### src/rtl/mips_pkg.sv
`default_nettype none
// ============================================================================
//  Module      : mips_pkg
//  Description : Constants and the next-PC source enumeration shared by the
//                fetch-side PC logic (pc_next_unit, pc_ras).
//  Revision    : 1.0  initial release
// ============================================================================
package mips_pkg;

  localparam int          PC_W         = 32;
  localparam logic [31:0] RESET_VECTOR = 32'h0000_0000;
  localparam logic [31:0] EXC_VECTOR   = 32'h0000_0080;
  localparam int          PC_STEP      = 4;

  // Listed lowest to highest priority.
  typedef enum logic [2:0] {
    SRC_SEQ    = 3'd0,
    SRC_RET    = 3'd1,
    SRC_JUMP   = 3'd2,
    SRC_JR     = 3'd3,
    SRC_BRANCH = 3'd4,
    SRC_EXC    = 3'd5
  } pc_src_e;

endpackage
`default_nettype wire

### src/rtl/pc_ras.sv
`default_nettype none
// ============================================================================
//  Module      : pc_ras
//  Description : Circular return-address stack. A push onto a full stack
//                overwrites the oldest entry. Push and pop together replace
//                the top entry in place.
//  Revision    : 1.0  initial release
//  Ports       : clk, rst      clock, synchronous active-high reset
//                push, pop     stack operations (pop ignored when empty)
//                push_data     value pushed
//                top           most recently pushed live entry
//                empty, full   occupancy flags
// ============================================================================
module pc_ras #(
  parameter int DEPTH = 4,
  parameter int W     = 32
) (
  input  logic         clk,
  input  logic         rst,
  input  logic         push,
  input  logic         pop,
  input  logic [W-1:0] push_data,
  output logic [W-1:0] top,
  output logic         empty,
  output logic         full
);
  import mips_pkg::*;

  localparam int PTR_W = $clog2(DEPTH);
  localparam int CNT_W = $clog2(DEPTH + 1);

  logic [W-1:0]     r_mem [DEPTH];
  // r_ptr is the next slot to write; when full this is also the oldest entry,
  // so a plain push naturally overwrites it.
  logic [PTR_W-1:0] r_ptr;
  logic [CNT_W-1:0] r_cnt;
  logic [PTR_W-1:0] w_top_idx;
  logic             w_pop;

  assign w_top_idx = r_ptr - PTR_W'(1);
  assign top       = r_mem[w_top_idx];
  assign empty     = (r_cnt == '0);
  assign full      = (r_cnt == CNT_W'(DEPTH));
  assign w_pop     = pop & ~empty;

  always_ff @(posedge clk) begin
    if (rst) begin
      r_ptr <= '0;
      r_cnt <= '0;
    end else begin
      case ({push, w_pop})
        2'b10: begin
          r_ptr <= r_ptr + PTR_W'(1);
          if (!full) r_cnt <= r_cnt + CNT_W'(1);
        end
        2'b01: begin
          r_ptr <= w_top_idx;
          r_cnt <= r_cnt - CNT_W'(1);
        end
        default: ;
      endcase
    end
  end

  // Storage carries no reset; occupancy is tracked by r_cnt alone.
  always_ff @(posedge clk) begin
    if (!rst) begin
      if (push && w_pop)  r_mem[w_top_idx] <= push_data;
      else if (push)      r_mem[r_ptr]     <= push_data;
    end
  end

endmodule
`default_nettype wire

### src/rtl/pc_next_unit.sv
`default_nettype none
// ============================================================================
//  Module      : pc_next_unit
//  Description : Architectural PC register with fixed-priority next-address
//                selection (exception > branch > jr > jump > RAS return >
//                sequential), IF/ID flush pulse and return-address stack.
//  Revision    : 1.0  initial release
//  Ports       : clk, rst                  clock, synchronous active-high reset
//                stall                     hold PC (exception still wins)
//                exc_req                   go to EXC_VECTOR
//                branch_taken/_target      taken branch redirect
//                jr_req/jr_target          jump-register redirect
//                jump_req/jump_target      J/JAL redirect
//                call                      push pc+4 onto the RAS
//                ret_req                   predicted return, pop the RAS
//                pc, pc_plus4              registered PC and pc+4
//                flush                     pulse after an accepted redirect
//                ras_empty, ras_full       RAS occupancy
//                ras_underflow             pulse after a return on empty RAS
// ============================================================================
module pc_next_unit #(
  parameter int            PC_W         = mips_pkg::PC_W,
  parameter logic [PC_W-1:0] RESET_VECTOR = PC_W'(mips_pkg::RESET_VECTOR),
  parameter logic [PC_W-1:0] EXC_VECTOR   = PC_W'(mips_pkg::EXC_VECTOR),
  parameter int            RAS_DEPTH    = 4
) (
  input  logic            clk,
  input  logic            rst,
  input  logic            stall,
  input  logic            exc_req,
  input  logic            branch_taken,
  input  logic [PC_W-1:0] branch_target,
  input  logic            jr_req,
  input  logic [PC_W-1:0] jr_target,
  input  logic            jump_req,
  input  logic [PC_W-1:0] jump_target,
  input  logic            call,
  input  logic            ret_req,
  output logic [PC_W-1:0] pc,
  output logic [PC_W-1:0] pc_plus4,
  output logic            flush,
  output logic            ras_empty,
  output logic            ras_full,
  output logic            ras_underflow
);
  import mips_pkg::*;

  localparam logic [PC_W-1:0] c_STEP = PC_W'(PC_STEP);

  logic [PC_W-1:0] r_pc;
  logic            r_flush;
  logic            r_underflow;

  logic [PC_W-1:0] w_pc_plus4;
  logic [PC_W-1:0] w_target;
  logic [PC_W-1:0] w_next_pc;
  logic [PC_W-1:0] w_ras_top;
  pc_src_e         w_src;
  logic            w_blocked;
  logic            w_ret_miss;
  logic            w_push;
  logic            w_pop;

  assign w_pc_plus4 = r_pc + c_STEP;
  assign w_blocked  = stall & ~exc_req;

  always_comb begin
    w_src      = SRC_SEQ;
    w_target   = w_pc_plus4;
    w_ret_miss = 1'b0;
    if (exc_req) begin
      w_src    = SRC_EXC;
      w_target = EXC_VECTOR;
    end else if (!stall) begin
      if (branch_taken) begin
        w_src    = SRC_BRANCH;
        w_target = branch_target;
      end else if (jr_req) begin
        w_src    = SRC_JR;
        w_target = jr_target;
      end else if (jump_req) begin
        w_src    = SRC_JUMP;
        w_target = jump_target;
      end else if (ret_req) begin
        if (!ras_empty) begin
          w_src    = SRC_RET;
          w_target = w_ras_top;
        end else begin
          // Return predicted with nothing stacked: stay sequential.
          w_ret_miss = 1'b1;
        end
      end
    end
  end

  // Sequential flow keeps pc+4 as is; only redirect targets are word-aligned.
  assign w_next_pc = w_blocked         ? r_pc :
                     (w_src == SRC_SEQ) ? w_pc_plus4 :
                     {w_target[PC_W-1:2], 2'b00};

  assign w_pop  = (w_src == SRC_RET);
  assign w_push = call & ~stall & ~exc_req;

  always_ff @(posedge clk) begin
    if (rst) begin
      r_pc        <= RESET_VECTOR;
      r_flush     <= 1'b0;
      r_underflow <= 1'b0;
    end else begin
      r_pc        <= w_next_pc;
      r_flush     <= (w_src != SRC_SEQ);
      r_underflow <= w_ret_miss;
    end
  end

  pc_ras #(
    .DEPTH (RAS_DEPTH),
    .W     (PC_W)
  ) u_ras (
    .clk       (clk),
    .rst       (rst),
    .push      (w_push),
    .pop       (w_pop),
    .push_data (w_pc_plus4),
    .top       (w_ras_top),
    .empty     (ras_empty),
    .full      (ras_full)
  );

  assign pc            = r_pc;
  assign pc_plus4      = w_pc_plus4;
  assign flush         = r_flush;
  assign ras_underflow = r_underflow;

endmodule
`default_nettype wire

### config.mk
export PLATFORM = sky130hd
export DESIGN_NAME = pc_next_unit
export DESIGN_NICKNAME = d
export VERILOG_FILES = /design/src/rtl/mips_pkg.sv /design/src/rtl/pc_ras.sv /design/src/rtl/pc_next_unit.sv
export SDC_FILE = /design/constraint.sdc
export NUM_CORES = 1
export LEC_CHECK = 0
export ABC_CLOCK_PERIOD_IN_PS = 13100
export BUFFER_PORTS_ARGS = -buffer_cell sky130_fd_sc_hd__buf_2
export CORE_UTILIZATION = 35
export DETAILED_ROUTE_END_ITERATION = 10
export PLACE_DENSITY = 0.57
export SYNTH_ARGS = -nofsm -noshare
export SYNTH_HDL_FRONTEND = slang
export SYNTH_SLANG_ARGS = --single-unit
### constraint.sdc
create_clock -name clk -period 13.1 [get_ports clk]
set_input_delay 0.655 -clock clk [delete_from_list [all_inputs] [get_ports clk]]
set_output_delay 0.655 -clock clk [all_outputs]
set_load 0.01 [all_outputs]
# After elaboration in Yosys (flattened, before gate mapping)
# Memories as Yosys holds them, arrays and structs flattened.
# Cells that the tools add are included.
dict set report word_totals {
  reg_bits 39
  in_bits 105
  elab_cells 61
  out_inout_bits 68
  ramBits 128
  mem_count 1
}
dict set report op_classes {
  reduce_logical 8
  n_mux 29
  bitwise 8
  add_sub_neg 5
  n_eq_ne 5
}
# memory depth word_bits rd rd_clocked_by_memory_dff write_ports line_no
set memory_table {}
lappend memory_table {u_ras.r_mem 4 32 1 0 1 pc_ras.sv:32} ;# logic [W-1:0] r_mem [DEPTH];
# op count
set ops {}
lappend ops {{two-way mux 32 bit} 9}
lappend ops {{adder 32 x 3 -> 32 bit, second input constant} 1}
lappend ops {{OR reduction 32 bit} 1}
lappend ops {{two-way mux 3 bit} 4}
lappend ops {{two-way mux 1 bit} 11}
lappend ops {{OR reduction 7 bit} 1}
lappend ops {{logical NOT 3 bit} 2}
lappend ops {{two-way mux 2 bit} 3}
lappend ops {{case mux 3 bit (2 select lines)} 1}
lappend ops {{bitwise AND 1 bit} 4}
lappend ops {{inverter 1 bit} 4}
lappend ops {{case mux 2 bit (2 select lines)} 1}
lappend ops {{adder 3 x 1 -> 3 bit, second input constant} 1}
lappend ops {{== test 3 x 1 -> 1 bit, second input constant} 1}
lappend ops {{== test 3 bit, second input constant} 1}
lappend ops {{nonzero test 3 bit} 1}
lappend ops {{subtractor 3 x 1 -> 3 bit, second input constant} 1}
lappend ops {{adder 2 x 1 -> 2 bit, second input constant} 1}
lappend ops {{== test 2 x 1 -> 1 bit, second input constant} 1}
lappend ops {{== test 2 bit, second input constant} 1}
lappend ops {{!= test 2 bit, second input constant} 1}
lappend ops {{AND reduction 2 bit} 1}
lappend ops {{nonzero test 2 bit} 1}
lappend ops {{subtractor 2 x 1 -> 2 bit, second input constant} 1}
lappend ops {{logical AND 1 bit} 1}

# Logic depth before layout (Yosys ltp)
# Gate-level depths: netlist of run 1.
dict set report logic_depth {
  word_depth 16
  ltp_mapped 11
  depth_no_buf 10
}

# Modules after synthesis
# A second synthesis of run 1 with hierarchy kept.
dict set report hier_totals {
  cells_unflattened 698
  hier_area_um2 8319.2
}
# mod n_inst area_each_um2 seq_area_each_um2 cells_each
set by_module_without_submodules {}
lappend by_module_without_submodules {pc_ras 1 4993.5 3943.8 214}
lappend by_module_without_submodules {pc_next_unit 1 3325.7 640.6 484}

# Least setup slack after synthesis of run 1
# Ideal clock, no wire load.
dict set report synth_timing {
  path_kind {input to register}
  start {in jump_req}
  end {mem u_ras.r_mem[2][10], enable pin}
  stages 8
  path_buffers 1
  setup_slack_ps 8448
  setup_ps 461
  arrival_time_ps 4191
  required_time_ps 12639
  cell_sequence {clkbuf_1 > nor3_1 > nand4_1 > ha_1 > inv_1 > nand2_1 > mux2_2 > nor3b_1}
}
dict set report synth_via {
  elab_chain_len 13
  elab_cells_between_ends 17
  cone_classes {eq/ne: 1; mux: 13; bitwise: 1; reduce/logical: 2}
}
# element line_no
set synth_lines {}
lappend synth_lines {{start: declaration} pc_next_unit.sv:35} ;# input logic jump_req,
lappend synth_lines {{two-way mux 2 bit (*)} pc_next_unit.sv:81} ;# end else if (jump_req) begin
lappend synth_lines {{two-way mux 2 bit (*)} pc_next_unit.sv:78} ;# end else if (jr_req) begin
lappend synth_lines {{two-way mux 3 bit (*)} pc_next_unit.sv:75} ;# if (branch_taken) begin
lappend synth_lines {{two-way mux 3 bit (*)} pc_next_unit.sv:74} ;# end else if (!stall) begin
lappend synth_lines {{two-way mux 3 bit (*)} pc_next_unit.sv:71} ;# if (exc_req) begin
lappend synth_lines {{== test 3 x 1 -> 1 bit (*)} pc_next_unit.sv:101} ;# assign w_pop = (w_src == SRC_RET);
lappend synth_lines {{bitwise AND 1 bit (*)} pc_ras.sv:44} ;# assign w_pop = pop & ~empty;
lappend synth_lines {{logical AND 1 bit (*)} pc_ras.sv:68} ;# if (push && w_pop) r_mem[w_top_idx] <= push_data;
lappend synth_lines {{two-way mux 1 bit} pc_ras.sv:68}
lappend synth_lines {{two-way mux 1 bit} pc_ras.sv:67} ;# if (!rst) begin
lappend synth_lines {{two-way mux 1 bit (implied by the code)} pc_ras.sv:69} ;# else if (push) r_mem[r_ptr] <= push_data;
lappend synth_lines {{OR reduction 32 bit (no source line)} -}
lappend synth_lines {{two-way mux 2 bit (no source line) / two-way mux 1 bit (equally long branches)} -}
lappend synth_lines {{end: declaration} pc_ras.sv:32}
# Mark *: on every way between the ends. The rest lies on a longest branch, timed or not.

# Final worst setup path of run 1
dict set report layout_timing {
  start {reg r_pc[2], in the netlist pc[2]}
  end {out pc_plus4[28]}
}
dict set report layout_via {
  elab_chain_len 1
}
# element line_no
set layout_lines {}
lappend layout_lines {{start: declaration} pc_next_unit.sv:50} ;# logic [PC_W-1:0] r_pc;
lappend layout_lines {{start signal: assignment} pc_next_unit.sv:110} ;# r_pc <= w_next_pc;
lappend layout_lines {{adder 32 x 3 -> 32 bit} pc_next_unit.sv:64} ;# assign w_pc_plus4 = r_pc + c_STEP;
lappend layout_lines {{end: declaration} pc_next_unit.sv:40} ;# output logic [PC_W-1:0] pc_plus4,
# No other way between the ends.

==> results of run 1 <==
==> cell usage in the layout (no fill, tap or decap), drive strengths merged, types with 4 or more instances in the layout <==
cell	count
a211oi	10
a21o	5
a21oi	28
a221o	7
a221oi	14
a311o	4
a31oi	5
and2	5
and3	4
and4	4
buf	179
clkbuf	20
clkinv	6
clkinvlp	4
conb	4
dfxtp	37
edfxtp	120
ha	4
inv	19
mux2i	4
mux4	30
nand2	62
nand3	15
nand4	10
nor2	43
nor3	17
o211ai	10
o21ai	26
o221ai	12
o22ai	16
o31a	5
xnor2	24
xor2	9
==> critical path: stages, from the launching register on <==
cell	delay, ps
dfxtp_1	570
ha_1	360
and4_4	310
nor4b_4	440
nand3_2	200
nor2_1	230
xor2_1	340
buf_2	210
==> cells by family after synthesis <==
| kind of cell | share of synthesized area, % |
|---|---|
| and+or+nand+nor | 10.8 |
| DFF | 55.7 |
| other | 0.0481 |
| AOI/OAI and AO/OA | 15.6 |
| adders and majority gates | 0.899 |
| muxes | 9.33 |
| xor gates and xnor gates | 3.90 |
| buffers and inverters | 3.66 |
==> layout make-up <==
class                      instances  area, um^2  area share (%)
clock buffer                      20         447            4.71
clock inverter                    12         121            1.28
inverter                          19        71.3           0.752
multi-input combinational        418        3210            33.8
sequential                       157        4350            45.8
tap                              280         350            3.70
timing repair buffer             179         938            9.90
==> sequential cells by signal, summed over array words and instances (netlist names) <==
register,flops
pc,30
u_ras.r_cnt,3
flush,1
ras_underflow,1
u_ras.r_ptr,2
u_ras.r_mem,120
==> worst paths after layout <==
kind / from / endpoint / slack [ps]
setup / recovery: pc[2] / pc_plus4[28] / 9360
setup reg to reg: u_ras.r_cnt[2] / u_ras.r_mem[3][28] / 10120
hold / removal: jr_target[20] / pc[20] / 520
hold reg to reg: pc[17] / pc[17] / 580
==> cells in the mapped netlist (14+ instances only) <==
cell type / number / share of area (%)
a21oi_1: 28 / 1.8
o22ai_1: 16 / 1.3
o21ai_0: 25 / 1.6
nand2_1: 62 / 3.0
nor3_1: 15 / 0.96
xnor2_1: 22 / 2.5
a221oi_1: 14 / 1.6
edfxtp_1: 120 / 46
nor2_1: 43 / 2.1
inv_1: 19 / 0.91
clkbuf_1: 27 / 1.3
mux4_2: 30 / 8.7
nand3_1: 14 / 0.90
dfxtp_1: 37 / 9.5
==> report_power, final <==
part / switching [uW] / internal [uW] / total (uW)
registers: 13.2 / 543 / 556
clock network: 199 / 283 / 482
logic: 72.8 / 47.3 / 120
total: 285 / 873 / 1160
==> routing by layer <==
metal | track usage, % | wire length [um] | vias up
li1 | - | - | 2801
met1 | 31.9 | 11200 | 3050
met2 | 36.3 | 12000 | 291
met3 | 5.33 | 2090 | 34
met4 | 8.40 | 543 | 0
met5 | 0 | 0 | -
==> through the flow <==
stage | utilization, % | total power [uW] | instances | hold slack, ps
finish | 43.4 | 1160 | 1085 | 521
global route | 43.4 | 1200 | 1085 | 526
CTS | 43.4 | 1160 | 1085 | 515
floorplan | - | 630 | 640 | 510
global placement | 40.8 | 686 | 1053 | 552
detailed placement | 40.8 | 686 | 1053 | 563
==> impl_metrics.json, run 1 <==
{
  "status": "finished, final reports clean",
  "synth_cells": 637,
  "ys_seq_area_share_pct": 55.7,
  "core-area_um2": 21800,
  "drive_above_1_share_pct": 31.9,
  "cts_tree": "built",
  "clk_pin_slew_ps": 60,
  "post-place-ws_ps": 9300,
  "drt_iter0_drc": 498,
  "ir_worst_vdd_mv": 0.0713,
  "grt_pass1_wl_mm": 37.7,
  "cap_violations": 0,
  "die-width_um": 151,
  "globalplace.congestion": 0.792,
  "hpwl_mm": 17.9,
  "grt_pass1_vias": 6056,
  "hold_class": "input pin to flop",
  "die_y_um": 151,
  "worst_slew_pin_slew_ps": 1290,
  "grt_max_degree": 41,
  "hold_depth": 3,
  "async_reset_ff_share_pct": 0,
  "nets": 902,
  "max_freq_ghz": 0.268,
  "yosys_warnings": 0,
  "syn_to_final_growth_pct": 21.6,
  "antenna_found_initial": 0,
  "grt_overflow": 0,
  "slew_violations": 0,
  "synth.distinct_cells": 67,
  "rsz0062_at_grt": "no",
  "rows": 54,
  "io_buffers": 162,
  "timing.slew.headroom_pct": 13.8,
  "synth_flop_cell": "edfxtp_1",
  "fill_cells": 2083,
  "viasPerCell": 5.69,
  "ioPinCount": 173,
  "finalClockSkew_ps": 9.99,
  "cts_setup_buffers": 0,
  "wl_per_cell_um": 23.8,
  "power.leakage_uw": 0.00347,
  "worstPathArrival_ps": 3080,
  "cts.sink_count": 157,
  "placed_area_um2": 8910,
  "ant_nets": 0,
  "vias": 6176,
  "synth_edf_count": 120,
  "wl_mm": 25.8,
  "diodes": 0,
  "syn_area_per_cell_um2": 12.2,
  "setup_viol": 0,
  "grt_use_total_pct": 23.4,
  "cp-start-kind": "flop",
  "ys_seq_elements": 157,
  "start_util_pct": 35.7,
  "dr.pass1.iters": 7,
  "final_area_um2": 9480,
  "fin_ws_ps": 9360,
  "critPathKind": "flop to output port",
  "cts_buffer_depth": 2,
  "cts_resized": 0,
  "root_buffer": "clkbuf_16",
  "htree_levels": 4,
  "drc_errors": 0,
  "tns_ps": 0,
  "cts_buffers": 17,
  "powerDensity_nw_per_um2": 122,
  "clock_latency_ps": 430,
  "reg2reg_depth": 9,
  "final.min_clock_period_ps": 3740,
  "die_area_um2": 22900,
  "cp.required_ps": 12440,
  "holdBufCountCts": 0,
  "syn_area_um2": 7790,
  "cp_max_fo": 8,
  "endpoint_kind": "output port",
  "min_period_over_period_pct": 28.5,
  "finalHoldViolCount": 0
}
(Power assumes the default switching activity.)
==> inputs of run 2 (changes only) <==
--- a/config.mk
+++ b/config.mk
@@ -5,11 +5,12 @@
 export SDC_FILE = /design/constraint.sdc
 export NUM_CORES = 1
 export LEC_CHECK = 0
-export ABC_CLOCK_PERIOD_IN_PS = 13100
+export ABC_AREA = 1
+export ABC_CLOCK_PERIOD_IN_PS = 3250
 export BUFFER_PORTS_ARGS = -buffer_cell sky130_fd_sc_hd__buf_2
 export CORE_UTILIZATION = 35
 export DETAILED_ROUTE_END_ITERATION = 10
-export PLACE_DENSITY = 0.57
+export PLACE_DENSITY = 0.58
 export SYNTH_ARGS = -nofsm -noshare
 export SYNTH_HDL_FRONTEND = slang
 export SYNTH_SLANG_ARGS = --single-unit
==> constraint.sdc (replaced) <==
create_clock -name clk -period 3.25 [get_ports clk]
set_input_delay 0.1625 -clock clk [delete_from_list [all_inputs] [get_ports clk]]
set_output_delay 0.1625 -clock clk [all_outputs]
set_load 0.01 [all_outputs]
==> run 2 against run 1 <==
Compared with the run above:
- final cell count is 44% higher
- via count is 25% higher
- count of clock-buffer cells in the layout shrank 3
- worst setup slack got worse by 9000 ps
- worst hold slack lost 460 ps
- critical path depth up 7
- sequential power rose to 4.0 times the previous value
- register-to-register slack worse by 9700 ps
- routed wire length is 8.2% higher
- sequential share of layout area is 3.6 points lower
- non-clock buffer count grew 23
- sequential cell count did not move
- critical path type is now flop to flop
- largest power group unchanged
- highest routed layer unchanged
==> impl_metrics.json, run 2 <==
{
  "status": "finished, final reports clean",
  "clock_latency_ps": 430,
  "min_from": "rst",
  "worst_slew_pin_slew_ps": 830,
  "nets": 1344,
  "synth-compound-area-share_pct": 9.99,
  "final.min_clock_period_ps": 2850,
  "pwr-share-clk_pct": 39.6,
  "syn_area_per_cell_um2": 7.98,
  "clk_pin_slew_ps": 60,
  "rows": 56,
  "synth_edf_count": 120,
  "multi_input_area_um2": 3520,
  "syn_area_um2": 8450,
  "viasPerCell": 4.92,
  "ir_worst_vdd_mv": 0.276,
  "slew_violations": 0,
  "drive_above_1_share_pct": 20.5,
  "ys_seq_area_share_pct": 51.4,
  "hpwl_mm": 20.1,
  "seq_power_share_pct": 44.9,
  "regMostFlops": "u_ras.r_mem",
  "io_buffers": 162,
  "fill_cells": 2397,
  "vias": 7706,
  "yosysTopAreaCellShare_pct": 42.7,
  "grt_overflow": 0,
  "max_freq_ghz": 0.351,
  "cts_buffers": 17,
  "root_buffer": "clkbuf_16",
  "grt_use_total_pct": 23.2,
  "cts_buffer_depth": 2,
  "htree_levels": 4,
  "syn_to_final_growth_pct": 21.7,
  "die-width_um": 157,
  "diodes": 0,
  "ys_top_cells_by_count": "nand2_1 (289), nor2_1 (211), edfxtp_1 (120), a21oi_1 (77), inv_1 (73)",
  "antenna_found_initial": 0,
  "synth-adder-area-share_pct": 0.830,
  "cp.required_ps": 3350,
  "cts.sink_count": 157,
  "timing.slew.headroom_pct": 44.6,
  "switchingPower_uw": 1400,
  "worstPathArrival_ps": 2940,
  "swShare_pct": 27.9,
  "cts_tree": "built",
  "netlist_top_cells_area": "edfxtp_1 (43%), nand2_1 (13%), nor2_1 (9.4%)",
  "drt_iter0_drc": 712,
  "dr.pass1.iters": 5,
  "grt_pass1_vias": 7130,
  "internal_power_uw": 3610,
  "finalHoldViolCount": 0,
  "synth_most_common_cell": "nand2_1",
  "rrSetupSlack_ps": 400,
  "r2r-end": "u_ras.r_mem[0][8]",
  "synthSimpleGateAreaFrac_pct": 29.2,
  "rsz0062_at_grt": "no",
  "hold_end": "u_ras.r_ptr[0]",
  "die_y_um": 157,
  "synth.distinct_cells": 43,
  "synth_xor_area_share_pct": 1.14,
  "yosys_warnings": 0,
  "powerDensity_nw_per_um2": 487,
  "grt_max_degree": 47,
  "synth_cells": 1059,
  "power.leakage_uw": 0.00441,
  "ant_nets": 0,
  "synth_top_cell_by_area": "edfxtp_1",
  "final_common_cell": "nand2_1",
  "core-area_um2": 23500,
  "async_reset_ff_share_pct": 0,
  "synth_flop_cell": "edfxtp_1",
  "holdWs_ps": 63.4,
  "wl_per_cell_um": 17.8,
  "synth_top_family_by_area": "simple AND/OR/NAND/NOR gates",
  "regArea_um2": 4340,
  "critPathKind": "flop to flop",
  "wl_mm": 27.9,
  "reg2reg_depth": 14,
  "endpoint_kind": "flop",
  "drc_errors": 0,
  "globalplace.congestion": 0.892,
  "cp_max_fo": 20,
  "final_cell_mix": "nand2_1 (289), nor2_1 (209), buf_2 (162)",
  "start_util_pct": 35.9,
  "largest_register_ff_count": 120,
  "finalClockSkew_ps": 13.2,
  "ioPinCount": 173,
  "hold_depth": 2,
  "setup_viol": 0,
  "hold_class": "input pin to flop",
  "post-route-util_pct": 43.6,
  "grt_pass1_wl_mm": 41.8,
  "cap_violations": 0,
  "power_frac_comb_pct": 15.6,
  "cp-start-kind": "flop",
  "muxShareOfSynthArea_pct": 0,
  "min_period_over_period_pct": 87.6,
  "ys_seq_elements": 157,
  "crit-reg2reg-launch": "u_ras.r_cnt[0]",
  "die_area_um2": 24800
}
## run 2: changes by cell type in the layout (fill, tap and decap cells not counted), moves of 15 or more
cell,delta
a21oi_1,+49
inv_1,+54
nand3_1,+49
nand2_1,+227
nor2_1,+168
xnor2_1,-15
buf_4,+21
mux4_2,-30
## run 2: how the worst max path moves through the flow
stage | startpoint | end | slack [ps] | cells past startpoint
after floorplan | u_ras.r_cnt[0] | u_ras.r_mem[3][10] | -220 | 13
after global placement | u_ras.r_cnt[0] | u_ras.r_mem[3][28] | 190 | 14
after detailed placement | u_ras.r_cnt[0] | u_ras.r_mem[3][2] | 160 | 14
after CTS | u_ras.r_cnt[0] | u_ras.r_mem[3][28] | 150 | 14
after global routing | u_ras.r_cnt[0] | u_ras.r_mem[3][8] | 90 | 14
final | u_ras.r_cnt[0] | u_ras.r_mem[0][8] | 400 | 14
## run 2: critical path: stages (launching register included)
cell and delay, ps:
dfxtp_1 330, inv_1 100, nand3_1 120, nand2_1 120, inv_2 50, o21ai_1 170, nand2_1 70, nand2_1 90
ha_1 210, inv_1 50, nor2_1 190, xor2_1 120, buf_4 170, nor3_4 320, buf_4 390
## run 2: cells by family (layout without fill, tap and decap cells)
logic type / Yosys count / after routing
flops: 157 / 157
compound gates: 152 / 152
simple gates: 606 / 606
fa+ha+maj: 5 / 5
other cells: 1 / 4
buf+inv: 127 / 312
xor+xnor: 11 / 11
## run 2: what timing repair did
item | 4_1_cts | 5_1_grt
hold buffers | 1 | 0
buffers inserted | 0 | 6
endpoints found under the hold margin | 1 | 0
resized for setup | 0 | 1
endpoints found under the setup margin | 0 | 40
## run 2: power by group through the flow
stage / Combinational [uW] / Clock [uW] / Sequential, uW
after global routing: 862 / 2090 / 2250
after floorplan: 481 / 0 / 2280
after CTS: 776 / 2010 / 2250
after detailed placement: 770 / 0 / 2290
after global placement: 766 / 0 / 2290
final: 779 / 1980 / 2250
## run 2: layer usage
layer	up-vias	GRT usage (%)	part of all wire [%]
met1	3560	32.1	45
met5	-	0	0
met3	33	4.35	7.7
li1	3818	-	-
met4	0	6.10	1.4
met2	295	37.3	46
## run 2: area by class of cell
type | count | area share [%]
clock buffers | 17 | 4.14
flip-flops and latches | 157 | 42.3
repair buffers | 202 | 11.0
well taps | 319 | 3.88
multi-input cells | 778 | 34.3
inverters | 78 | 2.87
clock inverters | 15 | 1.58
## run 2: metrics by stage
| step | cells | power, uW | instance area (um^2) | TNS [ps] | setup WS (ps) |
|---|---|---|---|---|---|
| final | 1566 | 5010 | 10300 | 0 | 401 |
| after CTS | 1560 | 5030 | 10200 | 0 | 149 |
| after floorplan | 1062 | 2760 | 8470 | -13430 | -224 |
| after detailed placement | 1527 | 3060 | 9630 | 0 | 164 |
| after global placement | 1527 | 3060 | 9630 | 0 | 193 |
| after global routing | 1566 | 5210 | 10300 | 0 | 86.9 |
